$ cat src/rtl/mr_chips_pkg.sv
// Shared types for the mr_chips execution-trace path.
// A trace entry is one {pc, alu} sample pair; the stream sends it as two 16-bit beats.
package mr_chips_pkg;

  localparam int TRACE_W = 32;

  typedef struct packed {
    logic [15:0] pc;
    logic [15:0] alu;
  } trace_entry_t;

  typedef enum logic [1:0] {
    IDLE,
    SEND_PC,
    SEND_ALU
  } trace_state_t;

endpackage

$ cat src/rtl/mr_chips_trace_fifo.sv
// Synchronous FIFO with a combinational peek of the head or the entry behind it.
// A push while full is accepted only when a pop happens on the same edge.
module mr_chips_trace_fifo #(
  parameter int DEPTH = 8,
  parameter int WIDTH = 32
) (
  input  logic                     clk,
  input  logic                     reset,
  input  logic                     push,
  input  logic [WIDTH-1:0]         wdata,
  input  logic                     pop,
  input  logic                     peek_next,
  output logic [WIDTH-1:0]         peek,
  output logic                     full,
  output logic                     empty,
  output logic [$clog2(DEPTH):0]   level
);

  localparam int AW = $clog2(DEPTH);

  logic [WIDTH-1:0] mem [DEPTH];
  logic [AW:0]      wr_ptr_reg;
  logic [AW:0]      rd_ptr_reg;
  logic [AW-1:0]    peek_idx;
  logic             do_push;
  logic             do_pop;

  assign level    = wr_ptr_reg - rd_ptr_reg;
  assign full     = (level == ($clog2(DEPTH)+1)'(DEPTH));
  assign empty    = (level == '0);
  assign do_pop   = pop && !empty;
  assign do_push  = push && (!full || do_pop);
  assign peek_idx = rd_ptr_reg[AW-1:0] + AW'(peek_next);
  assign peek     = mem[peek_idx];

  always_ff @(posedge clk) begin
    if (do_push) begin
      mem[wr_ptr_reg[AW-1:0]] <= wdata;
    end
  end

  always_ff @(posedge clk or negedge reset) begin
    if (!reset) begin
      wr_ptr_reg <= '0;
      rd_ptr_reg <= '0;
    end else begin
      if (do_push) wr_ptr_reg <= wr_ptr_reg + 1'b1;
      if (do_pop)  rd_ptr_reg <= rd_ptr_reg + 1'b1;
    end
  end

endmodule

$ cat src/rtl/mr_chips_trace.sv
// Execution-trace capture: samples {pc, alu} whenever the PC changes while armed,
// buffers samples and streams each one as a PC beat followed by an ALU beat.
module mr_chips_trace
  import mr_chips_pkg::*;
#(
  parameter int DEPTH  = 8,
  parameter int DATA_W = 16,
  parameter int CNT_W  = 8
) (
  input  logic                    clk,
  input  logic                    reset,
  input  logic                    arm,
  input  logic [DATA_W-1:0]       pc_in,
  input  logic [DATA_W-1:0]       alu_in,
  output logic [DATA_W-1:0]       tr_data,
  output logic                    tr_valid,
  input  logic                    tr_ready,
  output logic                    tr_last,
  output logic                    overflow,
  output logic [CNT_W-1:0]        drop_cnt,
  output logic [$clog2(DEPTH):0]  level
);

  localparam int LW = $clog2(DEPTH) + 1;

  trace_state_t      state_reg, state_next;
  logic [DATA_W-1:0] tr_data_reg, tr_data_next;
  logic              tr_valid_reg, tr_valid_next;
  logic              tr_last_reg, tr_last_next;
  logic [DATA_W-1:0] prev_pc_reg;
  logic              first_reg;
  logic              arm_prev_reg;
  logic              overflow_reg;
  logic [CNT_W-1:0]  drop_cnt_reg;

  trace_entry_t      wr_entry;
  trace_entry_t      peek_entry;
  logic              capture;
  logic              pop;
  logic              drop;
  logic              fifo_full;
  logic              fifo_empty;

  assign capture  = arm && (first_reg || (pc_in != prev_pc_reg));
  assign pop      = (state_reg == SEND_ALU) && tr_valid_reg && tr_ready;
  assign drop     = capture && fifo_full && !pop;
  assign wr_entry = '{pc: pc_in, alu: alu_in};

  // In SEND_ALU the peek looks one entry ahead so the next PC beat follows without a bubble.
  mr_chips_trace_fifo #(
    .DEPTH (DEPTH),
    .WIDTH (TRACE_W)
  ) u_fifo (
    .clk       (clk),
    .reset     (reset),
    .push      (capture),
    .wdata     (wr_entry),
    .pop       (pop),
    .peek_next (state_reg == SEND_ALU),
    .peek      (peek_entry),
    .full      (fifo_full),
    .empty     (fifo_empty),
    .level     (level)
  );

  always_ff @(posedge clk or negedge reset) begin
    if (!reset) begin
      prev_pc_reg  <= '0;
      first_reg    <= 1'b1;
      arm_prev_reg <= 1'b0;
      overflow_reg <= 1'b0;
      drop_cnt_reg <= '0;
    end else begin
      prev_pc_reg  <= pc_in;
      first_reg    <= !arm;
      arm_prev_reg <= arm;
      // A fresh arm starts new statistics, counting only a drop on that same edge.
      if (arm && !arm_prev_reg) begin
        overflow_reg <= drop;
        drop_cnt_reg <= drop ? CNT_W'(1) : '0;
      end else if (drop) begin
        overflow_reg <= 1'b1;
        if (drop_cnt_reg != '1) drop_cnt_reg <= drop_cnt_reg + 1'b1;
      end
    end
  end

  always_ff @(posedge clk or negedge reset) begin
    if (!reset) begin
      state_reg    <= IDLE;
      tr_data_reg  <= '0;
      tr_valid_reg <= 1'b0;
      tr_last_reg  <= 1'b0;
    end else begin
      state_reg    <= state_next;
      tr_data_reg  <= tr_data_next;
      tr_valid_reg <= tr_valid_next;
      tr_last_reg  <= tr_last_next;
    end
  end

  always_comb begin
    state_next    = state_reg;
    tr_data_next  = tr_data_reg;
    tr_valid_next = tr_valid_reg;
    tr_last_next  = tr_last_reg;
    case (state_reg)
      IDLE: begin
        if (!fifo_empty) begin
          tr_data_next  = peek_entry.pc;
          tr_valid_next = 1'b1;
          tr_last_next  = 1'b0;
          state_next    = SEND_PC;
        end
      end
      SEND_PC: begin
        if (tr_valid_reg && tr_ready) begin
          tr_data_next = peek_entry.alu;
          tr_last_next = 1'b1;
          state_next   = SEND_ALU;
        end
      end
      SEND_ALU: begin
        if (tr_valid_reg && tr_ready) begin
          if (level > LW'(1)) begin
            tr_data_next = peek_entry.pc;
            tr_last_next = 1'b0;
            state_next   = SEND_PC;
          end else begin
            tr_valid_next = 1'b0;
            tr_last_next  = 1'b0;
            state_next    = IDLE;
          end
        end
      end
      default: begin
        state_next    = IDLE;
        tr_valid_next = 1'b0;
        tr_last_next  = 1'b0;
      end
    endcase
  end

  assign tr_data  = tr_data_reg;
  assign tr_valid = tr_valid_reg;
  assign tr_last  = tr_last_reg;
  assign overflow = overflow_reg;
  assign drop_cnt = drop_cnt_reg;

endmodule

$ cat config.mk
export PLATFORM = sky130hd
export DESIGN_NAME = mr_chips_trace
export DESIGN_NICKNAME = d
export VERILOG_FILES = /design/src/rtl/mr_chips_pkg.sv /design/src/rtl/mr_chips_trace_fifo.sv /design/src/rtl/mr_chips_trace.sv
export SDC_FILE = /design/constraint.sdc
export NUM_CORES = 1
export LEC_CHECK = 0
export BUFFER_PORTS_ARGS = -buffer_cell sky130_fd_sc_hd__buf_2
export CAP_MARGIN = 15
export CORE_MARGIN = 3
export CORE_UTILIZATION = 48
export CTS_BUF_LIST = sky130_fd_sc_hd__clkbuf_2 sky130_fd_sc_hd__clkbuf_4 sky130_fd_sc_hd__clkbuf_8
export DETAILED_ROUTE_END_ITERATION = 6
export GPL_TIMING_DRIVEN = 0
export PLACE_DENSITY_LB_ADDON = 0.05
export SLEW_MARGIN = 20
export SYNTH_ARGS = -nofsm -noshare
export SYNTH_HDL_FRONTEND = slang
export SYNTH_SLANG_ARGS = --single-unit
$ cat constraint.sdc
create_clock -name clk -period 7.4 [get_ports clk]
set_input_delay 0.37 -clock clk [delete_from_list [all_inputs] [get_ports clk]]
set_output_delay 0.37 -clock clk [all_outputs]
set_load 0.02 [all_outputs]
==> out/metrics.csv, run 1 <==
metric;value;unit
peak ir drop on the vdd network;331;uV
maximum fanout encountered on the critical timing path;10;
post-layout instance area;0.0146;mm^2
Floorplan Core Area;0.0247;mm^2
Primary FF master, synth;edfxtp_1;
total of warnings raised by yosys;0;
TritonCTS clock tree;done;
number of max-capacitance violations reported;0;
HPWL Detailed;17.4;mm
path category of the worst min-delay check;input pin to flop;
Avg Synthesized Cell Area;21.4;um^2
power spent charging and discharging nets;2.06;mW
status;complete, no violations;
critical path endpoint category;flop;
switching part of the total power;32.1;%
number of buffers created by CTS;51;
register-to-register setup slack;3.11;ns
overflow left after global routing;0;
number of cell rows;57;
Crit path arrival time;4.54;ns
final setup TNS;0;ns
top cells by area, synth;edfxtp_1 63%, mux4_2 11%, dfrtp_1 11%;
relative contribution of sequential cells to total power;36.6;%
Mapped Nets;618;
leakage power total;5.25;nW
RePlAce Congestion;0.778;
top-level port count;67;
number of pins with negative max-slew slack in the final report;0;
width of the die;166;um
critical-path cell with the highest stage delay;nor4b_2;
Crit Reg-Reg Endpoint;u_fifo.mem[2][9];
total placed instance area;0.0134;mm^2
number of remaining DRC errors;0;
number of flip-flops in the largest register;256;
number of antenna violations at the first check in global routing;2;
power per standard cell area;441;mW/mm^2
hold endpoint;prev_pc_reg[0];
Internal Dissipation;4.36;mW
Tightest Pin Transition;1.04;ns
post-layout utilization of the core;58.8;%
synthesis-to-finish area growth;18.7;%
clock tree root buffer cell;clkbuf_8;
leading cell types by count after synthesis;256 x edfxtp_1, 60 x mux4_2, 53 x dfrtp_1;
area share of the leading cell type in the synthesized netlist;62.7;%
async set or reset register ratio after synthesis;17.4;%
origin of the worst setup path;u_fifo.wr_ptr_reg[0];
Setup Crit Path Kind;flop to flop;
die height;166;um
count of mapped cells out of synthesis;573;
clock network power share;25.3;%
EDFF count, synth;256;
number of antenna repair diodes;0;
Avg Vias per Cell;5.58;
via count of the first global-routing pass;6434;
Gate power share;38.1;%
share of synthesized area occupied by flip-flops and latches;73.7;%
die footprint;0.0275;mm^2
startpoint of the worst-slack reg-to-reg timing path;u_fifo.wr_ptr_reg[0];
CTS sink count;310;
first-pass GRT wire length;40.0;mm
cell type with the highest aggregate area in the netlist;edfxtp_1;
Fillers;1852;
FF-to-FF path depth;13;
Hold Startpoint;pc_in[0];
Worst path max stage delay;0.75;ns
remaining antenna violation count after routing;0;
Total Wirelength;26.3;mm
max frequency;233;MHz
most frequently used cell type in the post-synthesis netlist;edfxtp_1;
drt first pass iters;5;
H-tree depth;2;
Data required, critical path;7.65;ns
share of the cycle needed by the critical path after routing;58.0;%
hold path cells;1;
number of setup violations in the final report;0;
# Post-CTS Setup Buffers;0;
number of port buffers;66;
Hold Slack;0.0369;ns
Clock Tree Buf Depth;3;
count of distinct cell types in the synthesized netlist;45;
Vias;6199;
maximum number of pins on one net before global-route repair;31;
DR iter-0 viols;599;
most prevalent standard cell on the critical path;buf_2;
total standard cell area after synthesis;0.0123;mm^2
routed length per instance;23.7;um
cells along the critical path;clkbuf_1, inv_1, ha_1, inv_1, fa_1, xor2_1, nor4b_2, nand3b_2, nand3_2, nor4b_2, buf_2, buf_2, buf_2;
worst max-slew margin expressed relative to the limit;30.7;%
unrepaired setup endpoints after global routing;false;
final setup skew;0.0254;ns
Global Route Usage Sum;19.3;%
Net count, final;788;
worst slack at placement;3.04;ns
category of the worst setup path launch point;flop;
clock latency on the worst-skew pair;0.56;ns
Final Hold Violating Endpoints;0;
crit path setup slack, layout;3.11;ns
Yosys reg bits;310;
fraction of layout cells with a size suffix above 1;38.4;%
starting density of the core;49.6;%
Min Clock Period, post-route;4.29;ns
Reg clk slew, reported paths;0.06;ns
## worst max-delay path by stage
stage / end / cells after the start
after floorplan: u_fifo.mem[2][0] / 10
after global placement: u_fifo.mem[4][14] / 10
after detailed placement: u_fifo.mem[2][14] / 13
after CTS: u_fifo.mem[2][29] / 13
after global routing: u_fifo.mem[2][29] / 13
final: u_fifo.mem[2][9] / 13
## worst max-delay path, delay by kind of cell (launching register included)
kind / cells / cell delay, ns
buffers and inverters: 6 / 1.29
flip-flops: 1 / 0.39
AND/OR/NAND/NOR: 4 / 1.37
adder cells (fa/ha/maj): 2 / 0.62
XOR/XNOR: 1 / 0.33
## cell families after synthesis
group           share of synthesized area [%]
flops                                    73.7
mux                                      17.1
simple gates                             3.38
buf+inv                                  1.69
xor+xnor                                 1.78
compound gates                           1.38
fa+ha+maj                               0.979
## cell type report
cell class,count,area [um^2],share of cell area [%]
clock inverter,30,290,1.99
sequential,310,9040,62.1
multi-input combinational,225,3070,21.1
clock buffer,66,846,5.81
inverter,13,48.8,0.335
buffer,25,160,1.10
timing repair buffer,117,701,4.81
tap,324,405,2.78
## timing repair
item / in CTS / in global routing
resized for setup: 0 / 0
hold buffers: 6 / 0
hold endpoints to repair: 33 / 0
## stage by stage
stage	power [mW]	cells
after global routing	6.74	1110
after CTS	6.51	1110
after global placement	4.79	963
after floorplan	4.09	573
after detailed placement	4.88	1008
final	6.41	1110
## cell usage in the layout (no fill, tap or decap), types with 9 or more instances in the layout
master / synthesis / final
xor2_1: 16 / 15
mux2_2: 18 / 18
inv_1: 13 / 12
buf_6: 7 / 9
clkinv_1: 0 / 13
clkbuf_8: 0 / 56
edfxtp_1: 256 / 256
buf_2: 0 / 91
dfrtp_1: 53 / 53
clkbuf_4: 0 / 10
buf_4: 3 / 20
mux4_1: 20 / 20
nand2_1: 16 / 16
clkinv_2: 0 / 10
xnor2_1: 9 / 9
clkbuf_1: 13 / 13
mux4_2: 60 / 60
## per-layer routing
metal  global-route usage (%)  vias up  share of wire (%)
li1                         -     2728                  -
met1                     27.6     3251                 45
met2                     31.1      176                 48
met3                     3.90       40                5.3
met4                     5.06        4                1.7
met5                        0        -              0.080
## power groups by stage
| stage | clock (mW) | sequential, mW | combinational, mW |
|---|---|---|---|
| global route | 1.75 | 2.37 | 2.62 |
| CTS | 1.66 | 2.35 | 2.50 |
| detailed placement | 0 | 2.38 | 2.49 |
| finish | 1.62 | 2.35 | 2.45 |
| global placement | 0 | 2.41 | 2.38 |
| floorplan | 0 | 2.44 | 1.65 |
Power figures use the tool's default switching activity.
==> run 2: changes to the inputs <==
clock period = 3.6 ns   (was 7.4 ns; I/O delays follow)
==> run 2 against run 1 <==
  * Final cell count rose by 0.99%
  * Power up 110%
  * Clock-buffer cell count increased by 19
  * Via count up 0.98%
  * Hold slack better by 0.062 ns
  * Final area is 3.1% higher
  * Flip-flop and latch count unchanged
  * Non-clock buffer count increased by 14
  * Fmax is 26% higher
  * Setup slack worse by 2.9 ns
  * Sequential power up 110%
  * Clock power increased by 97%
  * Highest routed layer is now met4
==> out/metrics.csv, run 2 (same netlist as run 1, synthesis figures left out) <==
metric;value;unit
status;complete, no violations;
FF-to-FF path depth;9;
Data required, critical path;4.02;ns
total placed instance area;0.0135;mm^2
Gate power share;39.7;%
grt peak-use layer;met2;
number of remaining DRC errors;0;
clock latency on the worst-skew pair;0.56;ns
met3 track demand over resource in global routing;4.00;%
unrepaired setup endpoints after global routing;false;
Min Clock Period, post-route;3.42;ns
number of setup violations in the final report;0;
starting density of the core;49.6;%
leakage power total;5.36;nW
category of the worst setup path launch point;flop;
most common library cell in the layout ignoring fill and taps;edfxtp_1;
Net count, final;801;
RePlAce Congestion;0.748;
cell count after placement;990;
number of cell rows;57;
register-to-register setup slack;0.18;ns
most used cells in the layout excluding fill and tap cells;256 x edfxtp_1, 65 x buf_2, 64 x clkbuf_8;
remaining antenna violation count after routing;0;
number of port buffers;66;
die footprint;0.0275;mm^2
Total Wirelength;26.8;mm
max frequency;293;MHz
origin of the worst setup path;state_reg[1];
Setup Crit Path Kind;flop to flop;
number of pins with negative max-slew slack in the final report;0;
worst max-slew margin expressed relative to the limit;30.1;%
maximum number of pins on one net before global-route repair;33;
first-pass GRT wire length;40.9;mm
Crit path arrival time;3.84;ns
crit path setup slack, layout;0.183;ns
critical path endpoint category;flop;
startpoint of the worst-slack reg-to-reg timing path;state_reg[1];
Hold Slack;0.0989;ns
HPWL Detailed;17.4;mm
Global Route Usage Sum;19.7;%
CTS sink count;310;
synthesis-to-finish area growth;22.3;%
peak ir drop on the vdd network;624;uV
Tightest Pin Transition;1.05;ns
worst slack at placement;-0.133;ns
final standard cell count with taps included and fillers excluded;1121;
number of antenna repair diodes;0;
Final Hold Violating Endpoints;0;
GR Util met2;32.4;%
switching part of the total power;32.4;%
final setup TNS;0;ns
clock tree root buffer cell;clkbuf_8;
power spent charging and discharging nets;4.33;mW
via count of the first global-routing pass;6717;
Internal Dissipation;9.01;mW
Clock Tree Buf Depth;3;
TritonCTS clock tree;done;
number of buffers created by CTS;50;
die height;166;um
routing usage on met1;28.0;%
DR iter-0 viols;502;
number of max-capacitance violations reported;0;
post-layout instance area;0.0150;mm^2
top-level port count;67;
fraction of layout cells with a size suffix above 1;38.1;%
relative contribution of sequential cells to total power;36.3;%
width of the die;166;um
path category of the worst min-delay check;input pin to async pin;
Crit Reg-Reg Endpoint;tr_data[3];
capture point of the worst path;tr_data[3];
overflow left after global routing;0;
power per standard cell area;889;mW/mm^2
maximum fanout encountered on the critical timing path;10;
Vias;6260;
Avg Vias per Cell;5.58;
post-layout utilization of the core;60.6;%
number of antenna violations at the first check in global routing;0;
routed length per instance;23.9;um
number of flip-flops in the largest register;256;
final setup skew;0.0253;ns
Floorplan Core Area;0.0247;mm^2
Power Total;13.3;mW
H-tree depth;2;
clock network power share;24.0;%
Reg clk slew, reported paths;0.06;ns
share of the cycle needed by the critical path after routing;94.9;%
drt first pass iters;5;
==> run 2: layout make-up <==
class | count | area (um^2)
Buffer | 25 | 176
Clock buffer | 85 | 1030
Clock inverter | 8 | 70.1
Fill cell | 1818 | 9740
Inverter | 13 | 53.8
Multi-Input combinational cell | 225 | 3190
Sequential cell | 310 | 9040
Tap cell | 324 | 405
Timing Repair Buffer | 131 | 1040
==> run 2: worst min-delay path by stage <==
stage,end,from,slack (ns)
after CTS,prev_pc_reg[12],reset,0.06
after global placement,arm_prev_reg,arm,0.30
after global routing,tr_data[6],reset,0.09
final,prev_pc_reg[12],reset,0.1
after detailed placement,tr_data[4],reset,0.13
after floorplan,arm_prev_reg,reset,-0.12
==> run 2: power groups by stage <==
| stage | sequential, mW | clock [mW] | combinational, mW |
|---|---|---|---|
| 6_report | 4.84 | 3.19 | 5.30 |
| 5_1_grt | 4.89 | 3.47 | 5.68 |
| 4_1_cts | 4.84 | 3.29 | 5.39 |
| 3_3_place_gp | 4.91 | 0 | 5.11 |
| 2_1_floorplan | 5.00 | 0 | 3.61 |
| 3_5_place_dp | 4.91 | 0 | 5.36 |
==> run 2: critical path, stage by stage (launching register included) <==
cell	delay [ns]
dfrtp_1	0.42
inv_1	0.14
nor2_1	0.08
ha_1	0.21
ha_1	0.27
clkbuf_1	0.47
clkbuf_2	0.52
mux4_2	0.40
mux4_1	0.51
mux2_2	0.28
==> run 2: routing by layer <==
layer,routed length (um),vias up
met4,374,0
met2,13200,154
met5,0,-
li1,-,2753
met1,11900,3311
met3,1310,42
==> run 2: repair_timing <==
action | 4_1_cts | 5_1_grt
buffers inserted | 0 | 3
pin swaps | 0 | 1
hold buffers | 35 | 0
gates resized for setup | 6 | 0
endpoints found under the setup margin | 16 | 17
endpoints found under the hold margin | 327 | 0
